## config.mk

```make
export PLATFORM = sky130hd
export DESIGN_NAME = chip_top
export DESIGN_NICKNAME = d
export VERILOG_FILES = /design/src/rtl/chip_top_pkg.sv /design/src/rtl/chip_top_if.sv /design/src/rtl/chip_top_spi_master.sv /design/src/rtl/chip_top.sv
export SDC_FILE = /design/constraint.sdc
export NUM_CORES = 1
export LEC_CHECK = 0
export CORE_ASPECT_RATIO = 1.1
export CORE_UTILIZATION = 42
export DETAILED_ROUTE_END_ITERATION = 16
export GPL_TIMING_DRIVEN = 0
export PLACE_DENSITY = 0.56
export SYNTH_ARGS = -nofsm -noshare
export SYNTH_HDL_FRONTEND = slang
export SYNTH_SLANG_ARGS = --single-unit
```

## constraint.sdc

```tcl
create_clock -name clk_p -period 7.75 [get_ports clk_p]
set_input_delay 1.1625 -clock clk_p [delete_from_list [all_inputs] [get_ports clk_p]]
set_output_delay 1.1625 -clock clk_p [all_outputs]
set_load 0.01 [all_outputs]
```

## src/rtl/chip_top_pkg.sv

```systemverilog
// Shared types and defaults for the UART-to-SPI bridge.
package chip_top_pkg;
  localparam int DEF_CLK_PER_BIT = 1736;
  localparam int DEF_SPI_HALF    = 4;

  typedef enum logic [1:0] {
    RX_IDLE, RX_START, RX_DATA, RX_STOP
  } rx_state_e;

  typedef enum logic [1:0] {
    TX_IDLE, TX_START, TX_DATA, TX_STOP
  } tx_state_e;

  typedef enum logic [2:0] {
    SPI_IDLE, SPI_SETUP, SPI_SHIFT, SPI_HOLD, SPI_GAP
  } spi_state_e;
endpackage

```

## src/rtl/chip_top_if.sv

```systemverilog
// Byte handshake between the UART holders and the SPI shifter.
interface chip_top_if;
  logic       valid;
  logic       ready;
  logic [7:0] data;
  logic       rvalid;
  logic [7:0] rdata;

  modport master (
    output valid, data,
    input  ready, rvalid, rdata
  );
  modport slave (
    input  valid, data,
    output ready, rvalid, rdata
  );
endinterface

```

## src/rtl/chip_top_spi_master.sv

```systemverilog
// SPI mode-0 master: one byte out on mosi, one byte in from miso.
module spi_master
  import chip_top_pkg::*;
#(
  parameter int SPI_HALF = DEF_SPI_HALF
) (
  input  logic       clk,
  input  logic       rst_n,
  chip_top_if.slave  bus,
  output logic       o_cs,
  output logic       o_sclk,
  output logic       o_mosi,
  input  logic       i_miso
);
  localparam logic [7:0] HALF_M1 = 8'(SPI_HALF - 1);

  spi_state_e r_state, w_next;
  logic [7:0] r_cnt;
  logic [6:0] r_tx_sh;
  logic [7:0] r_rx_sh;
  logic [2:0] r_bit;
  logic       r_cs, r_sclk, r_mosi;
  logic       w_tick;

  assign w_tick     = (r_cnt == HALF_M1);
  assign bus.ready  = (r_state == SPI_IDLE);
  assign bus.rvalid = (r_state == SPI_HOLD) && w_tick;
  assign bus.rdata  = r_rx_sh;
  assign o_cs       = r_cs;
  assign o_sclk     = r_sclk;
  assign o_mosi     = r_mosi;

  always_comb begin
    w_next = r_state;
    unique case (r_state)
      SPI_IDLE:  if (bus.valid) w_next = SPI_SETUP;
      SPI_SETUP: if (w_tick) w_next = SPI_SHIFT;
      SPI_SHIFT:
        if (w_tick && r_sclk && r_bit == 3'd7)
          w_next = SPI_HOLD;
      SPI_HOLD:  if (w_tick) w_next = SPI_GAP;
      SPI_GAP:   if (w_tick) w_next = SPI_IDLE;
      default:   w_next = SPI_IDLE;
    endcase
  end

  always_ff @(posedge clk or negedge rst_n) begin
    if (!rst_n) begin
      r_state <= SPI_IDLE;
      r_cnt   <= 8'd0;
      r_bit   <= 3'd0;
      r_tx_sh <= 7'd0;
      r_rx_sh <= 8'd0;
      r_cs    <= 1'b1;
      r_sclk  <= 1'b0;
      r_mosi  <= 1'b0;
    end else begin
      r_state <= w_next;
      if (r_state == SPI_IDLE || w_tick)
        r_cnt <= 8'd0;
      else
        r_cnt <= r_cnt + 8'd1;
      unique case (r_state)
        SPI_IDLE:
          if (bus.valid) begin
            r_tx_sh <= bus.data[6:0];
            r_mosi  <= bus.data[7];
            r_cs    <= 1'b0;
            r_bit   <= 3'd0;
          end
        SPI_SETUP:
          if (w_tick) begin
            r_sclk  <= 1'b1;
            r_rx_sh <= {r_rx_sh[6:0], i_miso};
          end
        SPI_SHIFT:
          if (w_tick) begin
            if (r_sclk) begin
              r_sclk <= 1'b0;
              // mosi only moves on a falling edge, and not after the last bit
              if (r_bit != 3'd7) begin
                r_mosi  <= r_tx_sh[6];
                r_tx_sh <= {r_tx_sh[5:0], 1'b0};
                r_bit   <= r_bit + 3'd1;
              end
            end else begin
              r_sclk  <= 1'b1;
              r_rx_sh <= {r_rx_sh[6:0], i_miso};
            end
          end
        SPI_HOLD: if (w_tick) r_cs <= 1'b1;
        default: ;
      endcase
    end
  end
endmodule

```

## src/rtl/chip_top.sv

```systemverilog
// UART-to-SPI bridge: each UART byte is exchanged over SPI and the
// returned byte is sent back on the UART.
module chip_top
  import chip_top_pkg::*;
#(
  parameter int CLK_PER_BIT = DEF_CLK_PER_BIT,
  parameter int SPI_HALF    = DEF_SPI_HALF
) (
  input  logic clk_p,
  input  logic clk_n,
  input  logic rst_top,
  input  logic rxd,
  output logic txd,
  output logic spi_cs,
  output logic spi_sclk,
  output logic spi_mosi,
  input  logic spi_miso
);
  localparam logic [15:0] BIT_M1  = 16'(CLK_PER_BIT - 1);
  localparam logic [15:0] HALF_M1 = 16'(CLK_PER_BIT / 2 - 1);

  logic w_clk, w_unused_clk_n, w_rst_n;
  logic [1:0] r_rst_sync;
  assign w_clk          = clk_p;
  assign w_unused_clk_n = clk_n;
  assign w_rst_n        = r_rst_sync[1];

  always_ff @(posedge w_clk or negedge rst_top) begin
    if (!rst_top) r_rst_sync <= 2'b00;
    else          r_rst_sync <= {r_rst_sync[0], 1'b1};
  end

  chip_top_if w_bus ();

  // ---------------- UART RX ----------------
  logic [2:0]  r_rx_sync;
  rx_state_e   r_rx_st, w_rx_nx;
  logic [15:0] r_rx_cnt;
  logic [2:0]  r_rx_bit;
  logic [7:0]  r_rx_sh;
  logic        w_rx, w_rx_fall, w_rx_half, w_rx_end;
  logic        w_rx_samp, w_rx_done;

  // stage 2 is edge history behind the two synchronizer flops
  assign w_rx      = r_rx_sync[1];
  assign w_rx_fall = r_rx_sync[2] & ~r_rx_sync[1];
  assign w_rx_half = (r_rx_cnt == HALF_M1);
  assign w_rx_end  = (r_rx_cnt == BIT_M1);

  always_comb begin
    w_rx_nx   = r_rx_st;
    w_rx_samp = 1'b0;
    w_rx_done = 1'b0;
    unique case (r_rx_st)
      RX_IDLE: if (w_rx_fall) w_rx_nx = RX_START;
      RX_START:
        if (w_rx_half) begin
          w_rx_samp = 1'b1;
          w_rx_nx   = w_rx ? RX_IDLE : RX_DATA;
        end
      RX_DATA:
        if (w_rx_end) begin
          w_rx_samp = 1'b1;
          if (r_rx_bit == 3'd7) w_rx_nx = RX_STOP;
        end
      RX_STOP:
        if (w_rx_end) begin
          w_rx_samp = 1'b1;
          w_rx_done = w_rx;
          w_rx_nx   = RX_IDLE;
        end
    endcase
  end

  always_ff @(posedge w_clk or negedge w_rst_n) begin
    if (!w_rst_n) begin
      r_rx_sync <= 3'b111;
      r_rx_st   <= RX_IDLE;
      r_rx_cnt  <= 16'd0;
      r_rx_bit  <= 3'd0;
      r_rx_sh   <= 8'd0;
    end else begin
      r_rx_sync <= {r_rx_sync[1:0], rxd};
      r_rx_st   <= w_rx_nx;
      if (r_rx_st == RX_IDLE || w_rx_samp)
        r_rx_cnt <= 16'd0;
      else
        r_rx_cnt <= r_rx_cnt + 16'd1;
      if (r_rx_st == RX_IDLE)
        r_rx_bit <= 3'd0;
      if (r_rx_st == RX_DATA && w_rx_samp) begin
        r_rx_sh  <= {w_rx, r_rx_sh[7:1]};
        r_rx_bit <= r_rx_bit + 3'd1;
      end
    end
  end

  // ---------------- holders ----------------
  logic       r_rxh_full, r_txh_full;
  logic [7:0] r_rxh_data, r_txh_data;
  logic       w_spi_start, w_tx_go;
  tx_state_e  r_tx_st, w_tx_nx;

  assign w_spi_start = r_rxh_full & ~r_txh_full & w_bus.ready;
  assign w_tx_go     = (r_tx_st == TX_IDLE) & r_txh_full;
  assign w_bus.valid = w_spi_start;
  assign w_bus.data  = r_rxh_data;

  // a completing byte may refill the holder in the cycle SPI drains it
  always_ff @(posedge w_clk or negedge w_rst_n) begin
    if (!w_rst_n) begin
      r_rxh_full <= 1'b0;
      r_rxh_data <= 8'd0;
      r_txh_full <= 1'b0;
      r_txh_data <= 8'd0;
    end else begin
      if (w_rx_done && (!r_rxh_full || w_spi_start)) begin
        r_rxh_full <= 1'b1;
        r_rxh_data <= r_rx_sh;
      end else if (w_spi_start) begin
        r_rxh_full <= 1'b0;
      end
      if (w_bus.rvalid) begin
        r_txh_full <= 1'b1;
        r_txh_data <= w_bus.rdata;
      end else if (w_tx_go) begin
        r_txh_full <= 1'b0;
      end
    end
  end

  spi_master #(.SPI_HALF(SPI_HALF)) u_spi (
    .clk    (w_clk),
    .rst_n  (w_rst_n),
    .bus    (w_bus),
    .o_cs   (spi_cs),
    .o_sclk (spi_sclk),
    .o_mosi (spi_mosi),
    .i_miso (spi_miso)
  );

  // ---------------- UART TX ----------------
  logic [15:0] r_tx_cnt;
  logic [2:0]  r_tx_bit;
  logic [7:0]  r_tx_sh;
  logic        w_tx_end;

  assign w_tx_end = (r_tx_cnt == BIT_M1);
  assign txd = (r_tx_st == TX_START) ? 1'b0 :
               (r_tx_st == TX_DATA)  ? r_tx_sh[0] : 1'b1;

  always_comb begin
    w_tx_nx = r_tx_st;
    unique case (r_tx_st)
      TX_IDLE:  if (r_txh_full) w_tx_nx = TX_START;
      TX_START: if (w_tx_end) w_tx_nx = TX_DATA;
      TX_DATA:
        if (w_tx_end && r_tx_bit == 3'd7)
          w_tx_nx = TX_STOP;
      TX_STOP:  if (w_tx_end) w_tx_nx = TX_IDLE;
    endcase
  end

  always_ff @(posedge w_clk or negedge w_rst_n) begin
    if (!w_rst_n) begin
      r_tx_st  <= TX_IDLE;
      r_tx_cnt <= 16'd0;
      r_tx_bit <= 3'd0;
      r_tx_sh  <= 8'd0;
    end else begin
      r_tx_st <= w_tx_nx;
      if (r_tx_st == TX_IDLE || w_tx_end)
        r_tx_cnt <= 16'd0;
      else
        r_tx_cnt <= r_tx_cnt + 16'd1;
      if (w_tx_go) begin
        r_tx_sh  <= r_txh_data;
        r_tx_bit <= 3'd0;
      end
      if (r_tx_st == TX_DATA && w_tx_end) begin
        r_tx_sh  <= {1'b0, r_tx_sh[7:1]};
        r_tx_bit <= r_tx_bit + 3'd1;
      end
    end
  end
endmodule

```

==> results.py, run 1 <==
metrics = {
    "run_status": {
        "run_status": "finished clean",
    },
    "yosys": {
        "synthFlopType": "dfrtp_1",
        "yosys.area_share.adder_pct": 3.30,
        "ys_seq_elements": 113,
        "synth_compound_area_share_pct": 5.00,
        "ys_warn_count": 0,
        "synth_area_leader_cell": "dfrtp_1",
        "syn_area_um2": 5310,
        "syn_area_per_cell_um2": 11.7,
        "synth_commonest_cells": "dfrtp_1 (109), mux2_2 (47), nor2_1 (46)",
        "synthesis.nets": 474,
        "synth_top_family_by_area": "simple AND/OR/NAND/NOR gates",
        "async_flop_share_pct": 100,
        "netlist_instances": 455,
        "yosysUniqueCellTypes": 53,
        "yosysTopAreaCellShare_pct": 51.4,
        "synth.area.top_cells": "dfrtp_1 (51%), mux2_2 (10%), ha_1 (3.3%)",
        "synth-edff-count": 0,
        "synth.most_common_cell": "dfrtp_1",
        "muxShareOfSynthArea_pct": 12.4,
        "yosys.area_share.simple_pct": 18.6,
        "ys_seq_area_share_pct": 53.4,
        "synth_xor_area_share_pct": 4.95,
    },
    "cells_and_area": {
        "drive_gt1_share_pct": 22.2,
        "fillers": 1104,
        "area.growth.synth_to_final_pct": 16.6,
        "finalNetCount": 501,
        "fin_util_pct": 50.8,
        "final-seq-area_um2": 2840,
        "multiInputGateArea_um2": 2350,
        "antenna_cells": 0,
    },
    "cts": {
        "clock_sinks": 113,
        "clk_pin_slew_ns": 0.05,
        "post_cts_resized": 0,
        "cts-root-buf": "clkbuf_16",
        "post_cts_buffers": 0,
        "ctsHoldBuffers": 0,
        "htree_levels": 4,
        "numCtsBuffers": 17,
        "cts_tree": "done",
        "clk_latency_ns": 0.41,
        "clockBufferDepth": 2,
    },
    "floorplan": {
        "fp.dieArea_um2": 13100,
        "start_util_pct": 43.5,
        "core_um2": 12200,
        "dieWidth_um": 109,
        "fp.dieH_um": 120,
        "io_pins": 9,
        "rows": 42,
    },
    "placed_design": {
        "gp_congestion": 0.773,
        "place_hpwl_mm": 6.09,
        "portBuffers": 7,
    },
    "routing": {
        "drt_iter0_drc": 154,
        "first_pass_iters": 4,
        "vias": 3378,
        "drc": 0,
        "wl_mm": 9.12,
        "via_per_inst": 5.20,
        "ant_nets": 0,
        "routedWlPerCell_um": 14.1,
    },
    "timing": {
        "relSlewSlack_pct": 32.8,
        "layout_min_cycle_time_ns": 2.95,
        "whs_ns": 0.346,
        "finClkSkew_ns": 0.00887,
        "rsz0062_at_grt": "false",
        "slew_violations": 0,
        "setup-violations-final": 0,
        "post-route-period-util_pct": 38.1,
        "hold_viol_final": 0,
        "worst-slew-pin-transition_ns": 1.00,
        "setup_tns_ns": 0,
        "fmax_mhz": 339,
    },
    "grt": {
        "antenna_found_initial": 0,
        "grt_usage_pct": 16.2,
        "grt_remaining_overflow": 0,
        "grt_pass1_wl_mm": 16.5,
        "grt_pass1_vias": 3538,
        "grt_max_degree": 64,
    },
    "setup_path": {
        "cp.arrival_ns": 1.79,
        "required_ns": 6.59,
        "crit_fanout": 4,
        "endpoint_kind": "primary output",
        "startpoint_type": "flip-flop",
        "crit_type": "flip-flop to primary output",
    },
    "pwr": {
        "leakage_uw": 0.00286,
        "ir_worst_vdd_mv": 0.244,
        "powerDensity_nw_per_um2": 235,
    },
    "min_path": {
        "hp-class": "flip-flop to flip-flop",
    },
    "flow_run": {
        "drv_cap": 0,
    },
}
per-stage QoR:
step	std cells	total power (µW)	cell area, µm²	setup slack (ns)
floorplan	455	687	5310	4.38
global placement	616	704	5570	3.03
detailed placement	617	707	5600	5.21
CTS	649	1480	6190	4.77
global route	649	1520	6190	4.70
finish	649	1460	6190	4.80
cell type report:
| type | count | area share (%) |
|---|---|---|
| buffer | 13 | 1.09 |
| tap | 154 | 3.11 |
| clock inverter | 5 | 1.21 |
| multi-input combinational | 314 | 38.0 |
| timing repair buffer | 8 | 1.58 |
| clock buffer | 27 | 8.29 |
| inverter | 15 | 0.910 |
| sequential | 113 | 45.8 |
cell families after synthesis:
kind of cell	after synthesis
buffers and inverters	28
xor gates and xnor gates	30
muxes	60
AOI/OAI and AO/OA	41
other	1
DFF	113
and+or+nand+nor	168
adders and majority gates	14
power by group:
part / switching, µW / internal (µW)
combinational: 26.6 / 24.6
clock: 247 / 514
sequential: 33.4 / 611
total: 307 / 1150
registers in the layout (all words and copies together) (netlist names), 2 cells and up, named ones only:
| name | flops |
|---|---|
| r_rxh_data | 8 |
| r_txh_data | 8 |
| r_rx_cnt | 16 |
| r_tx_sh | 8 |
| u_spi.r_bit | 3 |
| r_rx_sh | 8 |
| u_spi.r_state | 3 |
| r_tx_cnt | 16 |
| r_rst_sync | 2 |
| r_tx_st | 2 |
| u_spi.bus.rdata | 8 |
| r_rx_sync | 3 |
| r_tx_bit | 3 |
| u_spi.r_cnt | 8 |
| r_rx_bit | 3 |
| u_spi.r_tx_sh | 7 |
layer usage:
layer	GRT usage, %	share of wire, %	wire length, µm	vias up
met5	0	0	0	-
met4	6.00	1.5	136	0
met3	5.38	3.2	295	14
met2	25.2	48	4410	23
met1	20.8	47	4280	1679
li1	-	-	-	1662
worst max-delay path, cell delays in order, from the launching register on:
cell             delay (ns)
dfrtp_1                0.37
inv_1                  0.10
ha_1                   0.25
a21oi_1                0.13
clkdlybuf4s50_1        0.54
final timing paths:
kind,start,slack (ns),end,cells past startpoint
max,r_tx_st[0],4.80,txd,4
min,r_rst_sync[0],0.35,r_rst_sync[1],0
max reg2reg,u_spi.r_state[0],5.67,u_spi.r_tx_sh[5],5
min reg2reg,r_rst_sync[0],0.35,r_rst_sync[1],0
max in group asynchronous,r_rst_sync[1],6.53,r_rx_sync[1],1
min in group asynchronous,r_rst_sync[1],0.45,u_spi.r_state[1],0
layout by cell type, fill, tap and decap left out, types with 7 or more instances in the layout:
| cell type | n |
|---|---|
| mux2i_1 | 13 |
| xor2_1 | 16 |
| xnor2_1 | 14 |
| nand2_1 | 20 |
| clkbuf_1 | 9 |
| clkdlybuf4s50_1 | 7 |
| nand3_1 | 22 |
| inv_1 | 14 |
| clkbuf_16 | 17 |
| dfrtp_1 | 108 |
| a21oi_1 | 17 |
| ha_1 | 14 |
| mux2_2 | 47 |
| nand4_1 | 12 |
| nor2_1 | 46 |
| and3_1 | 8 |
| o21ai_0 | 10 |
| nor3_1 | 15 |
Note: power is estimated with default switching activity, not from simulation.
==> inputs of run 2 (changes only) <==
==> constraint.sdc (replaced) <==
create_clock -name clk_p -period 3 [get_ports clk_p]
set_input_delay 0.45 -clock clk_p [delete_from_list [all_inputs] [get_ports clk_p]]
set_output_delay 0.45 -clock clk_p [all_outputs]
set_load 0.01 [all_outputs]
==> run 2 against run 1 <==
Net effect: final cell count is 0.31% lower; register-to-register slack worse by 4.8 ns; critical path depth stayed put; core utilization is 0.14 points lower; critical path type unchanged; sequential power grew to 2.6 times the previous value; combinational power grew to 2.7 times the previous value.
==> results.py, run 2 (synthesis results as in run 1) <==
metrics = {
    "cells_and_area": {
        "drive_gt1_share_pct": 22.5,
        "top_regs": "r_rx_cnt x16, r_tx_cnt x16",
        "final-seq-area_um2": 2840,
        "finalNetCount": 501,
        "most-common-layout-cells": "dfrtp_1 (108), mux2_2 (47), nor2_1 (46)",
        "antenna_cells": 0,
        "multiInputGateArea_um2": 2350,
        "fillers": 1105,
        "layout_commonest_cell": "dfrtp_1",
        "area.growth.synth_to_final_pct": 16.3,
    },
    "routing": {
        "drt_iter0_drc": 147,
        "via_per_inst": 5.22,
        "wl_mm": 8.94,
        "ant_nets": 0,
        "vias": 3378,
        "first_pass_iters": 4,
        "drc": 0,
        "routedWlPerCell_um": 13.8,
    },
    "pwr": {
        "ir_worst_vdd_mv": 0.433,
        "powerDensity_nw_per_um2": 604,
        "p_total_uw": 3730,
        "leakage_uw": 0.00284,
    },
    "grt": {
        "grt_remaining_overflow": 0,
        "grt_max_degree": 59,
        "grt_pass1_wl_mm": 15.8,
        "grt_pass1_vias": 3357,
        "antenna_found_initial": 0,
        "grt_usage_pct": 15.7,
    },
    "timing": {
        "relSlewSlack_pct": 32.1,
        "rsz0062_at_grt": "false",
        "worst-slew-pin-transition_ns": 1.01,
        "fmax_mhz": 443,
        "finClkSkew_ns": 0.00872,
        "setup_tns_ns": 0,
        "setup-violations-final": 0,
        "hold_viol_final": 0,
        "slew_violations": 0,
        "post-route-period-util_pct": 75.2,
        "layout_min_cycle_time_ns": 2.26,
    },
    "floorplan": {
        "core_um2": 12200,
        "fp.dieArea_um2": 13100,
        "dieWidth_um": 109,
        "start_util_pct": 43.5,
        "fp.dieH_um": 120,
        "rows": 42,
        "io_pins": 9,
    },
    "placed_design": {
        "gp_congestion": 0.771,
        "place_hpwl_mm": 5.89,
        "portBuffers": 7,
    },
    "cts": {
        "clk_latency_ns": 0.41,
        "post_cts_buffers": 0,
        "clockBufferDepth": 2,
        "cts_tree": "done",
        "cts-root-buf": "clkbuf_16",
        "clock_sinks": 113,
        "numCtsBuffers": 17,
        "ctsHoldBuffers": 0,
        "htree_levels": 4,
        "post_cts_resized": 0,
        "clk_pin_slew_ns": 0.05,
    },
    "flow_run": {
        "drv_cap": 0,
    },
    "setup_path": {
        "cpMaxStageDelayCell": "clkdlybuf4s50_1",
        "crit_fanout": 4,
        "cp.arrival_ns": 1.81,
        "startpoint_type": "flip-flop",
        "crit_type": "flip-flop to primary output",
        "required_ns": 2.55,
        "worst_path_largest_cell_delay_ns": 0.54,
        "crit_chain": "inv_1, ha_1, a21oi_1, clkdlybuf4s50_1",
        "endpoint_kind": "primary output",
    },
    "run_status": {
        "run_status": "finished clean",
    },
    "min_path": {
        "hp-class": "input pin to asynchronous set/reset pin",
    },
}
-- run 2: final cells by class --
type / instances / share of cell area (%)
sequential: 113 / 46.0
multi-input combinational: 314 / 38.1
clock buffer: 21 / 7.46
tap: 154 / 3.12
clock inverter: 9 / 1.78
timing repair buffer: 8 / 1.58
buffer: 13 / 1.09
inverter: 15 / 0.912
-- run 2: through the flow --
stage	instances	utilization (%)	worst slack, ns	hold WS [ns]	cell area, µm²
floorplan	455	-	1.11	0.154	5310
global placement	616	45.7	0.408	0.336	5570
detailed placement	617	45.9	0.892	0.336	5600
CTS	647	50.6	0.711	0.193	6170
global route	647	50.6	0.632	0.197	6170
finish	647	50.6	0.744	0.203	6170
-- run 2: path summary, 6_finish.rpt --
path | startpoint | endpoint | slack, ns | cells past startpoint
setup / recovery | r_tx_st[0] | txd | 0.74 | 4
hold / removal | rst_top | r_rst_sync[1] | 0.20 | 1
setup reg to reg | r_rx_cnt[0] | r_rx_sh[2] | 0.92 | 5
hold reg to reg | r_rst_sync[0] | r_rst_sync[1] | 0.34 | 0
max in group asynchronous | r_rst_sync[1] | r_tx_cnt[14] | 1.89 | 1
min in group clk_p | r_rst_sync[0] | r_rst_sync[1] | 0.34 | 0
-- run 2: worst max-delay path, delay by kind of cell (launching register included) --
family | cells | cell delay, ns
AO/OA/AOI/OAI | 1 | 0.14
adder cells (fa/ha/maj) | 1 | 0.25
buffers and inverters | 2 | 0.64
flip-flops | 1 | 0.37
-- run 2: routing by layer --
metal,up-vias,track usage [%],wire (µm)
li1,1674,-,-
met1,1661,20.9,4460
met2,29,23.4,4110
met3,14,4.78,206
met4,0,7.17,164
met5,-,0,0
-- run 2: where the power goes --
group          switching, µW  internal (µW)
combinational           75.2           64.0
sequential              81.3           1580
clock                    677           1250
